===== config.mk =====
export PLATFORM = sky130hd
export DESIGN_NAME = multi_seg7_bcd_flat
export DESIGN_NICKNAME = d
export VERILOG_FILES = /design/src/rtl/multi_seg7_bcd_if.sv /design/src/rtl/multi_seg7_bcd.sv /design/src/flat_wrapper.sv
export SDC_FILE = /design/constraint.sdc
export NUM_CORES = 1
export LEC_CHECK = 0
export BUFFER_PORTS_ARGS = -buffer_cell sky130_fd_sc_hd__buf_2
export CORE_ASPECT_RATIO = 1.1
export CORE_MARGIN = 10
export CORE_UTILIZATION = 25
export CTS_BUF_LIST = sky130_fd_sc_hd__clkbuf_2 sky130_fd_sc_hd__clkbuf_4 sky130_fd_sc_hd__clkbuf_8
export CTS_CLUSTER_DIAMETER = 60
export CTS_CLUSTER_SIZE = 30
export DETAILED_ROUTE_END_ITERATION = 16
export PLACE_DENSITY_LB_ADDON = 0.1
export SYNTH_ARGS = -nofsm -noshare
export SYNTH_HDL_FRONTEND = slang
export SYNTH_SLANG_ARGS = --single-unit
export TNS_END_PERCENT = 100

===== constraint.sdc =====
create_clock -name clk -period 1.8 [get_ports clk]
set_input_delay 0.18 -clock clk [delete_from_list [all_inputs] [get_ports clk]]
set_output_delay 0.18 -clock clk [all_outputs]
set_load 0.05 [all_outputs]

===== src/rtl/multi_seg7_bcd_if.sv =====
// Display-request bus for multi_seg7_bcd.
// A producer drives start/num. The display driver returns busy/done/overflow
// and the concatenated active-low HEX segments.
interface multi_seg7_bcd_if #(
  parameter int WIDTH  = 10,
  parameter int DIGITS = 3
);
  logic                  start;
  logic [WIDTH-1:0]      num;
  logic                  busy;
  logic                  done;
  logic                  overflow;
  logic [7*DIGITS-1:0]   HEX;

  modport master (output start, output num,
                  input  busy, input done, input overflow, input HEX);
  modport slave  (input  start, input num,
                  output busy, output done, output overflow, output HEX);
endinterface


===== src/rtl/multi_seg7_bcd.sv =====
// multi_seg7_bcd: sequential binary-to-BCD display driver (double dabble,
// one bit per clock) for a bank of DIGITS active-low seven-segment displays.
// Leading zeros are blanked and the overflow flag is registered.
// The optional macro MULTI_SEG7_OVERFLOW_DASH_EN shows a dash on every digit
// while overflow is set. Without the macro, the display shows num mod 10^DIGITS.
module multi_seg7_bcd #(
  parameter int WIDTH  = 10,
  parameter int DIGITS = 3
) (
  input  logic            clk,
  input  logic            reset_n,
  multi_seg7_bcd_if.slave bus
);

  localparam int          CW      = $clog2(WIDTH + 1);
  localparam int          BW      = 4 * DIGITS;
  localparam int unsigned MAX_VAL = 10**DIGITS - 1;
  localparam logic [6:0]  BLANK   = 7'b1111111;
  localparam logic [6:0]  DASH    = 7'b0111111;

  typedef enum logic [1:0] {S_IDLE, S_SHIFT, S_UPDATE} state_t;

  state_t                state;
  logic [WIDTH-1:0]      shreg;
  logic [BW-1:0]         bcd;
  logic [CW-1:0]         cnt;
  logic                  ovf_pending;
  logic                  busy_r;
  logic                  done_r;
  logic                  ovf_r;
  logic [7*DIGITS-1:0]   hex_r;

  logic [BW-1:0]         bcd_adj;
  logic [BW+WIDTH-1:0]   shifted;
  logic [7*DIGITS-1:0]   hex_next;

  // Segment pattern (g..a) for one BCD nibble; codes 10..15 blank.
  function automatic logic [6:0] seg7(input logic [3:0] d);
    case (d)
      4'd0:    return ~7'b0111111;
      4'd1:    return ~7'b0000110;
      4'd2:    return ~7'b1011011;
      4'd3:    return ~7'b1001111;
      4'd4:    return ~7'b1100110;
      4'd5:    return ~7'b1101101;
      4'd6:    return ~7'b1111101;
      4'd7:    return ~7'b0000111;
      4'd8:    return ~7'b1111111;
      4'd9:    return ~7'b1101111;
      default: return BLANK;
    endcase
  endfunction

  // Add-3 correction on every nibble >= 5, then one-bit left shift of {bcd, shreg}.
  // The carry out of the top nibble falls off, so bcd holds num mod 10^DIGITS.
  always_comb begin
    // NOTE: each variable assigned in a combinational block gets a default first,
    // so no path can leave it unassigned and infer a latch.
    bcd_adj = bcd;
    for (int i = 0; i < DIGITS; i++) begin
      if (bcd[4*i +: 4] >= 4'd5)
        bcd_adj[4*i +: 4] = bcd[4*i +: 4] + 4'd3;
    end
    shifted = {bcd_adj, shreg} << 1;
  end

  // Segment decode with leading-zero blanking, scanning from the top digit down.
  always_comb begin
    logic lz;
    hex_next = {DIGITS{BLANK}};
    lz       = 1'b1;
    for (int i = DIGITS - 1; i >= 0; i--) begin
      lz = lz && (bcd[4*i +: 4] == 4'd0) && (i != 0);
      hex_next[7*i +: 7] = lz ? BLANK : seg7(bcd[4*i +: 4]);
    end
`ifdef MULTI_SEG7_OVERFLOW_DASH_EN
    if (ovf_pending)
      hex_next = {DIGITS{DASH}};
`endif
  end

  // Control FSM: capture on start, shift WIDTH times, then publish the result.
  always_ff @(posedge clk or negedge reset_n) begin
    if (!reset_n) begin
      state       <= S_IDLE;
      shreg       <= '0;
      bcd         <= '0;
      cnt         <= '0;
      ovf_pending <= 1'b0;
      busy_r      <= 1'b0;
      done_r      <= 1'b0;
      ovf_r       <= 1'b0;
      hex_r       <= {DIGITS{BLANK}};
    end else begin
      // NOTE: sequential state uses non-blocking assignments, so every register
      // here samples pre-edge values regardless of statement order.
      done_r <= 1'b0;
      case (state)
        S_IDLE: begin
          if (bus.start) begin
            shreg       <= bus.num;
            bcd         <= '0;
            cnt         <= CW'(WIDTH);
            ovf_pending <= (32'(bus.num) > MAX_VAL);
            busy_r      <= 1'b1;
            state       <= S_SHIFT;
          end
        end
        S_SHIFT: begin
          bcd   <= shifted[BW+WIDTH-1 -: BW];
          shreg <= shifted[WIDTH-1:0];
          cnt   <= cnt - CW'(1);
          if (cnt == CW'(1))
            state <= S_UPDATE;
        end
        S_UPDATE: begin
          hex_r  <= hex_next;
          ovf_r  <= ovf_pending;
          done_r <= 1'b1;
          busy_r <= 1'b0;
          state  <= S_IDLE;
        end
        default: state <= S_IDLE;
      endcase
    end
  end

  assign bus.busy     = busy_r;
  assign bus.done     = done_r;
  assign bus.overflow = ovf_r;
  assign bus.HEX      = hex_r;

endmodule


===== src/flat_wrapper.sv =====
// flat-port wrapper written by rule: the top's interface ports become plain ports
module multi_seg7_bcd_flat 
#(
  parameter int WIDTH  = 10,
  parameter int DIGITS = 3
)
  (clk, reset_n, bus_start, bus_num, bus_busy, bus_done, bus_overflow, bus_HEX);
  multi_seg7_bcd_if #(.WIDTH(WIDTH), .DIGITS(DIGITS)) bus_i ();
  input  logic clk;
  input  logic reset_n;
  input wire logic [$bits(bus_i.start)-1:0] bus_start;
  input wire logic [$bits(bus_i.num)-1:0] bus_num;
  output wire logic [$bits(bus_i.busy)-1:0] bus_busy;
  output wire logic [$bits(bus_i.done)-1:0] bus_done;
  output wire logic [$bits(bus_i.overflow)-1:0] bus_overflow;
  output wire logic [$bits(bus_i.HEX)-1:0] bus_HEX;
  assign bus_i.start = bus_start;
  assign bus_i.num = bus_num;
  assign bus_busy = bus_i.busy;
  assign bus_done = bus_i.done;
  assign bus_overflow = bus_i.overflow;
  assign bus_HEX = bus_i.HEX;
  multi_seg7_bcd #(.WIDTH(WIDTH), .DIGITS(DIGITS)) u_core (.clk(clk), .reset_n(reset_n), .bus(bus_i));
endmodule

After elaboration in Yosys (flattened, before gate mapping)
Memory sizes are Yosys's and may differ from the RTL's. A register that Yosys moved wholly into a read port is not among the register bits.
Cells that the tools add are included.
{"block": "totals", "regBits": 53, "romBits": 336, "inputBits": 13, "out_inout_bits": 24, "elab_cells": 53, "mem_count": 3}
{"memory": "(no name shown)", "words": 16, "width": 7, "rd": 1, "rd_clocked_by_memory_dff": 0, "wr": 0, "line": "multi_seg7_bcd.sv:39", "rtl": "case (d)"}
{"memory": "(no name shown)", "words": 16, "width": 7, "rd": 1, "rd_clocked_by_memory_dff": 0, "wr": 0, "line": "multi_seg7_bcd.sv:39"}
{"memory": "(no name shown)", "words": 16, "width": 7, "rd": 1, "rd_clocked_by_memory_dff": 1, "wr": 0, "line": "multi_seg7_bcd.sv:39"}
{"block": "classes", "addsub": 4, "magnitude_cmp": 4, "n_eq_ne": 5, "mux": 17, "n_reduce_logical": 11}
{"op": "one-hot mux 12 bit (2 select lines)", "n": 1}
{"op": "one-hot mux 10 bit (2 select lines)", "n": 1}
{"op": "2-to-1 mux 7 bit", "n": 2}
{"op": ">= comparator 4 x 3 -> 1 bit (second input constant)", "n": 3}
{"op": "2-to-1 mux 12 bit", "n": 1}
{"op": "2-to-1 mux 4 bit", "n": 3}
{"op": "greater-than comparator 10 bit (second input constant)", "n": 1}
{"op": "2-to-1 mux 10 bit", "n": 1}
{"op": "adder 4 x 2 -> 4 bit (second input constant)", "n": 2}
{"op": "logical NOT 4 bit", "n": 2}
{"op": "one-hot mux 4 bit (2 select lines)", "n": 1}
{"op": "AND reduction 2 bit", "n": 4}
{"op": "equality test 4 x 1 -> 1 bit (second input constant)", "n": 1}
{"op": "2-to-1 mux 2 bit", "n": 2}
{"op": "one-hot mux 2 bit (2 select lines)", "n": 1}
{"op": "nonzero test 2 bit", "n": 2}
{"op": "subtractor 4 x 1 -> 4 bit (second input constant)", "n": 1}
{"op": "adder 3 x 2 -> 3 bit (second input constant)", "n": 1}
{"op": "2-to-1 mux 3 bit", "n": 1}
{"op": "equality test 2 x 1 -> 1 bit (second input constant)", "n": 1}
{"op": "equality test 2 bit (second input constant)", "n": 1}
{"op": "logical NOT 2 bit", "n": 1}
{"op": "2-to-1 mux 1 bit", "n": 2}
{"op": "!= test 2 x 1 -> 1 bit (second input constant)", "n": 1}
{"op": "4 further kinds", "n": 4}

Depth between registers and ports, before layout
Gate-level depths: netlist (run 1).
{"block": "logic_depth", "word_depth": 3, "mapped_depth": 6, "mapped_depth_nobuf": 6}

Worst setup path after synthesis (run 1)
OpenSTA, ideal clock, no wires.
{"block": "synth_timing", "path_kind": "register -> register", "start": "register u_core.bcd[1]", "end": "register u_core.bcd[3]", "setup_time_ns": 0.121, "t_arrival_ns": 1.327, "t_required_ns": 1.679, "setup_slack_ns": 0.352, "path_stages_with_launch": 7, "n_path_buf": 0, "period_less_slack_ns": 1.448, "path_cell_list": "dfrtp_1 inv_1 ha_1 ha_1 o21ai_0 o21ai_0 a22o_1"}
{"block": "synth_via", "elab_chain_cells": 3, "elab_cells_between_ends": 4, "cone_classes": "add/sub: 1; order compare: 1; mux: 2"}
{"item": "start: declaration", "line": "multi_seg7_bcd.sv:25", "rtl": "logic [BW-1:0] bcd;"}
{"item": "start signal: assignment", "line": "multi_seg7_bcd.sv:110", "rtl": "bcd <= shifted[BW+WIDTH-1 -: BW];"}
{"item": "adder 4 x 2 -> 4 bit / >= comparator 4 x 3 -> 1 bit (equally long branches)", "line": "multi_seg7_bcd.sv:62, multi_seg7_bcd.sv:61"}
{"item": "2-to-1 mux 4 bit (*)", "line": "multi_seg7_bcd.sv:61", "rtl": "if (bcd[4*i +: 4] >= 4'd5)"}
{"item": "one-hot mux 12 bit (2 select lines) (*)", "line": "multi_seg7_bcd.sv:98", "rtl": "case (state)"}
Mark *: on every way between the ends. The rest lies on a longest branch, timed or not.
A chain may end at the register's enable or synchronous reset.

Worst setup path in the final report (run 1)
{"block": "layout_timing", "start": "register u_core.bcd[0]", "end": "register u_core.bcd[1]"}
The elaborated chain is that of the path after synthesis.

==> results.py, run 1 <==
metrics = {
    "placed_design": {
        "routabilityCongestion": 0.801,
        "dp_hpwl_um": 4810,
        "dp.cells": 476,
        "post_dp_cell_area_sq_um": 3210,
        "pre_cts_ws_ns": 0.209,
        "portBuffers": 36,
    },
    "grt": {
        "grt.total_usage": 0.0868,
        "first_global_vias": 2230,
        "antenna_found_initial": 0,
        "grt_pass1_wl_um": 11400,
        "grt_start_max_net_pins": 41,
        "gr-total-overflow": 0,
    },
    "clock_tree": {
        "clock_path_buffers": 2,
        "cts_tree": "done",
        "cts.htree.levels": 2,
        "cts_made_buffers": 5,
        "cts_setup_buffers": 0,
        "clock-root-buffer": "clkbuf_8",
        "clock_latency_ns": 0.32,
        "clk_pin_slew_ns": 0.11,
        "cts_sinks": 53,
    },
    "timing": {
        "min_period_ns": 1.61,
        "tightest_slew_ns": 0.454,
        "hold_viol_final": 0,
        "final.setup.worst_slack_ns": 0.194,
        "rsz0062_at_grt": "false",
        "setup_violations": 0,
        "slew_headroom": 0.697,
        "fin_skew_ns": 0.0161,
        "drv_slew": 0,
        "fmax_mhz": 623,
        "setup-tns-final_ns": 0,
        "fin_crit_sh": 0.892,
    },
    "die": {
        "ioPinCount": 37,
        "fp-row-count": 40,
        "die_area_sq_um": 16000,
        "start_util": 0.258,
        "core-area_sq_um": 11000,
        "die_w_um": 122,
        "die_height_um": 132,
    },
    "yosys": {
        "syn_area_sq_um": 2840,
        "synth-seq-cells": 53,
        "synth_cells": 300,
        "ys_seq_area_frac": 0.476,
        "synth.net_count": 331,
        "post-synth-top-area-cell": "dfrtp_1",
        "yosysWarnings": 0,
        "netlist.area_leader.share": 0.282,
        "syn_area_per_cell_sq_um": 9.47,
        "yosysUniqueCellTypes": 41,
        "yosys-top-cells-area": "dfrtp_1, dfstp_2, ha_1, nand2_1, o21ai_0",
    },
    "critical_path": {
        "r2r_setup_slack_ns": 0.19,
        "crit_path_start": "u_core.bcd[0]",
        "critPathMaxFanout": 6,
        "critPathSlowestCell": "dfrtp_1",
        "cp-end-kind": "flip-flop",
        "r2r-start": "u_core.bcd[0]",
        "path_cells": "inv_1 > ha_1 > nand2b_1 > a21oi_1 > xnor2_1 > o21ai_0",
        "required_ns": 2.01,
        "r2r_cells": 6,
        "criticalPathCategory": "reg2reg",
        "crit_path_max_incr_delay_ns": 0.46,
        "worstReg2RegEnd": "u_core.bcd[1]",
        "crit_path_start_kind": "flip-flop",
        "arrival_ns": 1.82,
    },
    "run_status": {
        "status": "finished, final reports clean",
    },
    "detailed_routing": {
        "via_per_inst": 4.47,
        "firstDrtPassIters": 4,
        "vias": 2167,
        "drc": 0,
        "wl_um": 6640,
        "wl_per_cell_um": 13.7,
        "antenna_left": 0,
        "drt_iter0_markers": 83,
    },
    "min_path": {
        "min_path_type": "in2reg",
        "min_path_cells": 2,
        "holdPathEnd": "u_core.shreg[0]",
        "hp-start": "bus_num[0]",
    },
    "final_layout": {
        "drive_gt1_frac": 0.243,
        "synthToLayoutAreaGrowth_pct": 16.4,
        "instances_no_fill": 485,
        "diodes": 0,
        "fin_nets": 368,
        "final_area_sq_um": 3310,
    },
    "power_and_ir_drop": {
        "powerDensity_nw_per_um2": 1880,
        "leakagePower_nw": 1.52,
        "total_power_mw": 6.21,
        "peakVddDrop_mv": 0.451,
    },
    "run": {
        "max_cap_viol_count": 0,
    },
}
==> logic make-up after synthesis <==
kind of cell               Yosys count  share of synthesized area
buffers and inverters               33                     0.0546
xor gates and xnor gates             5                     0.0154
adders and majority gates           18                     0.0793
and+or+nand+nor                     88                      0.139
DFF                                 53                      0.476
AOI/OAI and AO/OA                   92                      0.197
muxes                               11                     0.0392
==> metrics by stage <==
step           hold WS (ns)  utilization
4_1_cts              0.0726        0.300
2_1_floorplan        -0.116            -
3_5_place_dp          0.125        0.292
5_1_grt              0.0835        0.300
3_3_place_gp          0.127        0.292
6_report             0.0930        0.300
==> report_power, final <==
group          switching [mW]  internal [mW]
Clock                   0.426          0.270
Sequential              0.470           1.77
Combinational            2.06           1.22
==> what timing repair did <==
| action | CTS | global route |
|---|---|---|
| hold endpoints to repair | 13 | 0 |
| gates resized for setup | 0 | 0 |
| hold buffers | 1 | 0 |
==> layer usage <==
metal,GRT usage,vias up,routed length (um)
met2,0.129,36,2970
met5,0,-,0
met4,0.0345,0,127
met1,0.115,1014,3240
met3,0.0249,8,295
li1,-,1109,-
==> worst max-delay path, delay by kind of cell, from the launching register on <==
| kind | cells | cell delay, ns |
|---|---|---|
| compound gates | 2 | 0.37 |
| xor+xnor | 1 | 0.16 |
| fa+ha+maj | 1 | 0.24 |
| buf+inv | 1 | 0.14 |
| flops | 1 | 0.46 |
| simple gates | 1 | 0.11 |
==> Yosys cell counts <==
cell / number
nand2_1: 55
and3_1: 1
o21ai_0: 37
buf_4: 4
nor3b_1: 1
nand4_1: 1
nor3b_2: 1
a31oi_1: 3
mux2i_1: 10
nor4_1: 1
dfstp_2: 21
o22a_1: 1
a2bb2oi_1: 1
mux2_2: 1
nand2b_1: 9
nor4_2: 1
buf_2: 13
and2b_1: 1
a211oi_1: 1
or2_1: 1
or3_1: 1
a22o_1: 3
o31ai_1: 6
o22ai_1: 2
a22oi_1: 1
a32o_1: 1
a21oi_1: 16
a21oi_2: 2
o21a_1: 2
nor2_1: 12
o311ai_0: 3
a21o_1: 2
dfrtp_1: 32
nand3_1: 3
xnor2_1: 5
inv_1: 16
o21bai_2: 1
a32o_2: 1
ha_1: 18
o21ai_1: 6
o211ai_1: 3
==> area by class of cell <==
cell class / instances / area, sq um
inverters: 16 / 60.1
clock buffers: 5 / 68.8
multi-input cells: 214 / 1330
repair buffers: 47 / 290
well taps: 147 / 184
clock inverters: 3 / 17.5
fillers: 1169 / 7700
flip-flops and latches: 53 / 1350
==> cell usage in the layout (no fill, tap or decap), drive strengths merged, types with 2 or more instances in the layout <==
cell | Yosys | final
a21o | 2 | 2
a21oi | 18 | 18
a22o | 3 | 3
a31oi | 3 | 3
a32o | 2 | 2
buf | 17 | 46
clkbuf | 0 | 5
clkinv | 0 | 2
dfrtp | 32 | 32
dfstp | 21 | 21
ha | 18 | 18
inv | 16 | 16
mux2i | 10 | 10
nand2 | 55 | 55
nand2b | 9 | 9
nand3 | 3 | 3
nor2 | 12 | 12
nor3b | 2 | 2
nor4 | 2 | 2
o211ai | 3 | 3
o21a | 2 | 2
o21ai | 43 | 43
o22ai | 2 | 2
o311ai | 3 | 3
o31ai | 6 | 6
xnor2 | 5 | 5
==> flip-flops by register name (all words and copies together), names as in the netlist <==
name and cells:
u_core.bcd 12, u_core.bus.HEX 21, u_core.bus.busy 1, u_core.bus.done 1, u_core.bus.overflow 1, u_core.cnt 4, u_core.ovf_pending 1, u_core.shreg 10
u_core.state 2
==> worst max path at each step <==
stage	end	slack, ns	cells past startpoint
floorplan	u_core.bcd[3]	0.35	6
CTS	u_core.bcd[3]	0.18	6
global route	u_core.bcd[1]	0.02	6
detailed placement	u_core.bcd[3]	0.21	6
global placement	u_core.bcd[3]	0.17	6
finish	u_core.bcd[1]	0.19	6
No activity file was read; power rests on OpenSTA's default activity.
==> run 2: changes to the inputs <==
CELL_PAD_IN_SITES_DETAIL_PLACEMENT = 0   (was not set)
CELL_PAD_IN_SITES_GLOBAL_PLACEMENT = 1   (was not set)
==> run 2 against run 1 <==
Worst hold slack better by 0.020 ns. Critical path depth did not move. Die area unchanged. Highest routed layer unchanged. Register-to-register slack worse by 0.02 ns. Final cell count stayed put. Largest cell class unchanged. Total power up 4.3%. Via count down 1.5%. Sequential share of layout area shrank 0.62 points. Count of clock-buffer cells in the layout stayed put. Maximum frequency shrank 1.2%.
==> results.py, run 2 (synthesis gave the netlist of run 1 again) <==
metrics = {
    "clock_tree": {
        "cts_sinks": 53,
        "clock_path_buffers": 2,
        "clock_latency_ns": 0.31,
        "cts_resized": 0,
        "clk_pin_slew_ns": 0.11,
        "cts_tree": "done",
        "cts.htree.levels": 2,
        "cts_made_buffers": 5,
        "clock-root-buffer": "clkbuf_8",
    },
    "critical_path": {
        "timing.critical_path.buf_inv": 1,
        "criticalPathCategory": "reg2reg",
        "critPathTopFamily": "flip-flops",
        "required_ns": 1.97,
        "arrival_ns": 1.80,
        "critPathMaxFanout": 6,
        "critPathSlowestCell": "dfrtp_1",
        "cp-end-kind": "flip-flop",
        "crit_path_max_incr_delay_ns": 0.45,
        "crit_path_start_kind": "flip-flop",
        "path_cells": "inv_1 > ha_1 > nand2b_1 > a21oi_1 > xnor2_1 > o21ai_0",
    },
    "grt": {
        "gr-total-overflow": 0,
        "antenna_found_initial": 0,
        "grt_pass1_wl_um": 11500,
        "grt.total_usage": 0.0870,
        "grt_start_max_net_pins": 36,
        "first_global_vias": 2274,
    },
    "die": {
        "fp-row-count": 40,
        "die_area_sq_um": 16000,
        "ioPinCount": 37,
        "die_height_um": 132,
        "start_util": 0.258,
        "die_w_um": 122,
        "core-area_sq_um": 11000,
    },
    "detailed_routing": {
        "via_per_inst": 4.40,
        "drc": 0,
        "wl_per_cell_um": 13.6,
        "drt_iter0_markers": 76,
        "antenna_left": 0,
        "firstDrtPassIters": 4,
        "wl_um": 6600,
        "vias": 2135,
    },
    "timing": {
        "fmax_mhz": 615,
        "min_period_ns": 1.63,
        "hold_viol_final": 0,
        "drv_slew": 0,
        "fin_crit_sh": 0.903,
        "fin_skew_ns": 0.0129,
        "rsz0062_at_grt": "false",
        "tightest_slew_ns": 0.468,
        "setup-tns-final_ns": 0,
        "slew_headroom": 0.688,
        "setup_violations": 0,
    },
    "final_layout": {
        "instances_no_fill": 485,
        "layout_common_cells": "nand2_1, o21ai_0, buf_2, dfrtp_1, dfstp_2",
        "fin_nets": 368,
        "largest_reg_flops": 21,
        "drive_gt1_frac": 0.243,
        "layout_commonest_cell": "nand2_1",
        "synthToLayoutAreaGrowth_pct": 18.2,
        "nFillCells": 1208,
        "diodes": 0,
    },
    "placed_design": {
        "portBuffers": 36,
        "dp_hpwl_um": 4830,
        "routabilityCongestion": 0.757,
        "dp.cells": 476,
    },
    "run_status": {
        "status": "finished, final reports clean",
    },
    "run": {
        "max_cap_viol_count": 0,
    },
    "power_and_ir_drop": {
        "peakVddDrop_mv": 0.532,
        "powerDensity_nw_per_um2": 1930,
        "leakagePower_nw": 1.55,
    },
    "min_path": {
        "min_path_type": "in2reg",
    },
}
## run 2: power by group
group          leakage [nW]  total (mW)  internal [mW]  switching, mW
clock network        0.0687       0.989          0.560          0.428
logic                 0.864        3.25           1.21           2.04
registers             0.615        2.24           1.77          0.475
total                  1.55        6.48           3.54           2.94
## run 2: metal layers
layer  routed length [um]  track usage  part of all wire  vias up
met5                    0            0                 0        -
met4                   42       0.0239            0.0064        0
met3                  258       0.0231             0.039        2
met2                 3190        0.142              0.48       24
met1                 3110        0.110              0.47     1001
li1                     -            -                 -     1108
## run 2: worst paths after layout
path	startpoint	end	slack (ns)	cells after the start
max in group asynchronous	reset_n	u_core.bus.HEX[9]	0.92	3
worst max-delay path	u_core.bcd[0]	u_core.bcd[1]	0.17	6
worst min register to register	u_core.bus.HEX[13]	u_core.bus.HEX[13]	0.46	2
worst max register to register	u_core.bcd[0]	u_core.bcd[1]	0.17	6
min in group asynchronous	reset_n	u_core.bus.done	0.31	2
worst min-delay path	bus_num[0]	u_core.shreg[0]	0.11	2
## run 2: per-stage QoR
step / util / area [sq um] / setup WS (ns) / total power, mW / hold slack, ns
final: 0.305 / 3360 / 0.175 / 6.48 / 0.113
after global routing: 0.305 / 3360 / 0.0683 / 7.08 / 0.112
after CTS: 0.305 / 3360 / 0.171 / 6.62 / 0.101
after detailed placement: 0.292 / 3210 / 0.200 / 5.58 / 0.119
after global placement: 0.292 / 3210 / 0.162 / 5.62 / 0.116
after floorplan: - / 2840 / 0.352 / 4.76 / -0.116
## run 2: what timing repair did
| item | in CTS | in global routing |
|---|---|---|
| endpoints found under the setup margin | 0 | 0 |
| setup buffers | 0 | 0 |
| hold endpoints to repair | 3 | 0 |
| hold buffers | 1 | 0 |
## run 2: final cells by class
cell class	instances	area, sq um	area share
Inverter	16	60.1	0.0179
Timing Repair Buffer	47	290	0.0864
Tap cell	147	184	0.0548
Multi-Input combinational cell	214	1330	0.397
Clock inverter	3	68.8	0.0205
Sequential cell	53	1350	0.403
Clock buffer	5	68.8	0.0205
==> run 3: changes to the inputs <==
GPL_TIMING_DRIVEN = 0   (was not set)
==> run 3 against run 2 <==
Non-clock buffer count increased by 6. Maximum frequency shrank 0.88%. Utilization down 0.50 points. Via count up 3.4%. Count of clock-buffer cells in the layout grew 3. Worst setup slack lost 0.014 ns. Wire length rose by 12%. Global-route usage increased by 0.84 points. First-iteration DRC count rose by 7.9%. Worst hold slack worse by 0.0084 ns. Combinational power up 5%.
==> results.py, run 3 (synthesis gave the netlist of run 1 again) <==
metrics = {
    "critical_path": {
        "arrival_ns": 1.84,
        "cp-end-kind": "flip-flop",
        "crit_path_start_kind": "flip-flop",
        "required_ns": 2.00,
        "r2r_cells": 6,
        "r2r-start": "u_core.bcd[1]",
        "criticalPathCategory": "reg2reg",
        "crit_path_start": "u_core.bcd[1]",
        "critPathMaxFanout": 8,
        "r2r_setup_slack_ns": 0.16,
        "worstReg2RegEnd": "u_core.bcd[1]",
    },
    "clock_tree": {
        "clock_latency_ns": 0.31,
        "cts.htree.levels": 2,
        "cts_resized": 0,
        "clk_pin_slew_ns": 0.10,
        "cts_sinks": 53,
        "ctsHoldBuffers": 0,
        "cts_made_buffers": 5,
        "clock_path_buffers": 2,
        "cts_tree": "done",
        "clock-root-buffer": "clkbuf_8",
        "cts_setup_buffers": 0,
    },
    "final_layout": {
        "drive_gt1_frac": 0.259,
        "synthToLayoutAreaGrowth_pct": 16.2,
        "final_area_sq_um": 3300,
        "layout_common_cells": "nand2_1, buf_2, o21ai_0, dfrtp_1, dfstp_2",
        "nFillCells": 1204,
        "diodes": 0,
        "fin_nets": 374,
        "largest_reg_flops": 21,
        "layout_commonest_cell": "nand2_1",
    },
    "die": {
        "ioPinCount": 37,
        "die_w_um": 122,
        "die_height_um": 132,
        "start_util": 0.258,
        "die_area_sq_um": 16000,
        "core-area_sq_um": 11000,
        "fp-row-count": 40,
    },
    "grt": {
        "grt_pass1_wl_um": 12300,
        "first_global_vias": 2304,
        "gr-total-overflow": 0,
        "grt.total_usage": 0.0954,
        "grt_start_max_net_pins": 54,
        "antenna_found_initial": 0,
    },
    "min_path": {
        "hp-start": "bus_num[0]",
        "min_path_type": "in2reg",
        "min_path_cells": 2,
        "holdPathEnd": "u_core.shreg[0]",
    },
    "timing": {
        "final.setup.worst_slack_ns": 0.161,
        "setup-tns-final_ns": 0,
        "fin_skew_ns": 0.00889,
        "hold_viol_final": 0,
        "fin_crit_sh": 0.911,
        "drv_slew": 0,
        "fmax_mhz": 610,
        "slew_headroom": 0.191,
        "tightest_slew_ns": 1.21,
        "min_period_ns": 1.64,
        "setup_violations": 0,
        "rsz0062_at_grt": "false",
    },
    "placed_design": {
        "post_dp_cell_area_sq_um": 3210,
        "dp_hpwl_um": 5260,
        "portBuffers": 36,
        "routabilityCongestion": 0.782,
        "pre_cts_ws_ns": 0.158,
    },
    "detailed_routing": {
        "drt_iter0_markers": 82,
        "antenna_left": 0,
        "vias": 2208,
        "via_per_inst": 4.50,
        "firstDrtPassIters": 4,
        "wl_um": 7370,
        "drc": 0,
        "wl_per_cell_um": 15.0,
    },
    "power_and_ir_drop": {
        "peakVddDrop_mv": 0.400,
        "powerDensity_nw_per_um2": 1910,
        "leakagePower_nw": 1.54,
    },
    "run_status": {
        "status": "finished, final reports clean",
    },
    "run": {
        "max_cap_viol_count": 0,
    },
}
run 3: cell types whose count changed in the layout (fill, tap and decap cells not counted):
| cell | delta |
|---|---|
| buf_12 | -2 |
| buf_2 | +13 |
| buf_4 | -4 |
| bufinv_16 | -2 |
| clkbuf_4 | +2 |
| clkbuf_8 | +1 |
| dlygate4sd3_1 | -1 |
| inv_6 | -1 |
run 3: worst max path at each step:
stage / end / cells past startpoint / slack (ns)
after floorplan: u_core.bcd[3] / 6 / 0.35
after global placement: u_core.bcd[1] / 6 / 0.15
after detailed placement: u_core.bcd[1] / 6 / 0.16
after CTS: u_core.bcd[1] / 6 / 0.15
after global routing: u_core.bcd[1] / 6 / 0.02
final: u_core.bcd[1] / 6 / 0.16
run 3: layout make-up:
type / instances / area, sq um / area share
Multi-Input combinational cell: 214 / 1330 / 0.404
Tap cell: 147 / 184 / 0.0557
Timing Repair Buffer: 36 / 180 / 0.0545
Buffer: 17 / 95.1 / 0.0288
Inverter: 16 / 60.1 / 0.0182
Clock buffer: 8 / 97.6 / 0.0295
Sequential cell: 53 / 1350 / 0.409
run 3: stage by stage:
step / util / instances / hold slack (ns) / power (mW)
2_1_floorplan: - / 300 / -0.116 / 4.76
3_5_place_dp: 0.291 / 483 / 0.435 / 5.65
6_report: 0.300 / 491 / 0.105 / 6.30
5_1_grt: 0.300 / 491 / 0.106 / 6.91
4_1_cts: 0.300 / 491 / 0.0936 / 6.43
3_3_place_gp: 0.291 / 483 / 0.428 / 5.66
run 3: worst max-delay path, stage by stage, from the launching register on:
cell and delay (ns):
dfrtp_1 0.50, inv_1 0.13, ha_1 0.21, nand2b_1 0.17, a21oi_1 0.29, xnor2_1 0.15, o21ai_0 0.08
run 3: layer usage:
| metal | part of all wire | track usage |
|---|---|---|
| met5 | 0 | 0 |
| met4 | 0.013 | 0.0298 |
| met3 | 0.045 | 0.0266 |
| met2 | 0.49 | 0.159 |
| met1 | 0.45 | 0.115 |
run 3: report_power, final:
group          total (mW)  internal, mW  switching (mW)
sequential           2.15          1.77           0.372
clock               0.752         0.346           0.406
combinational        3.40          1.21            2.19
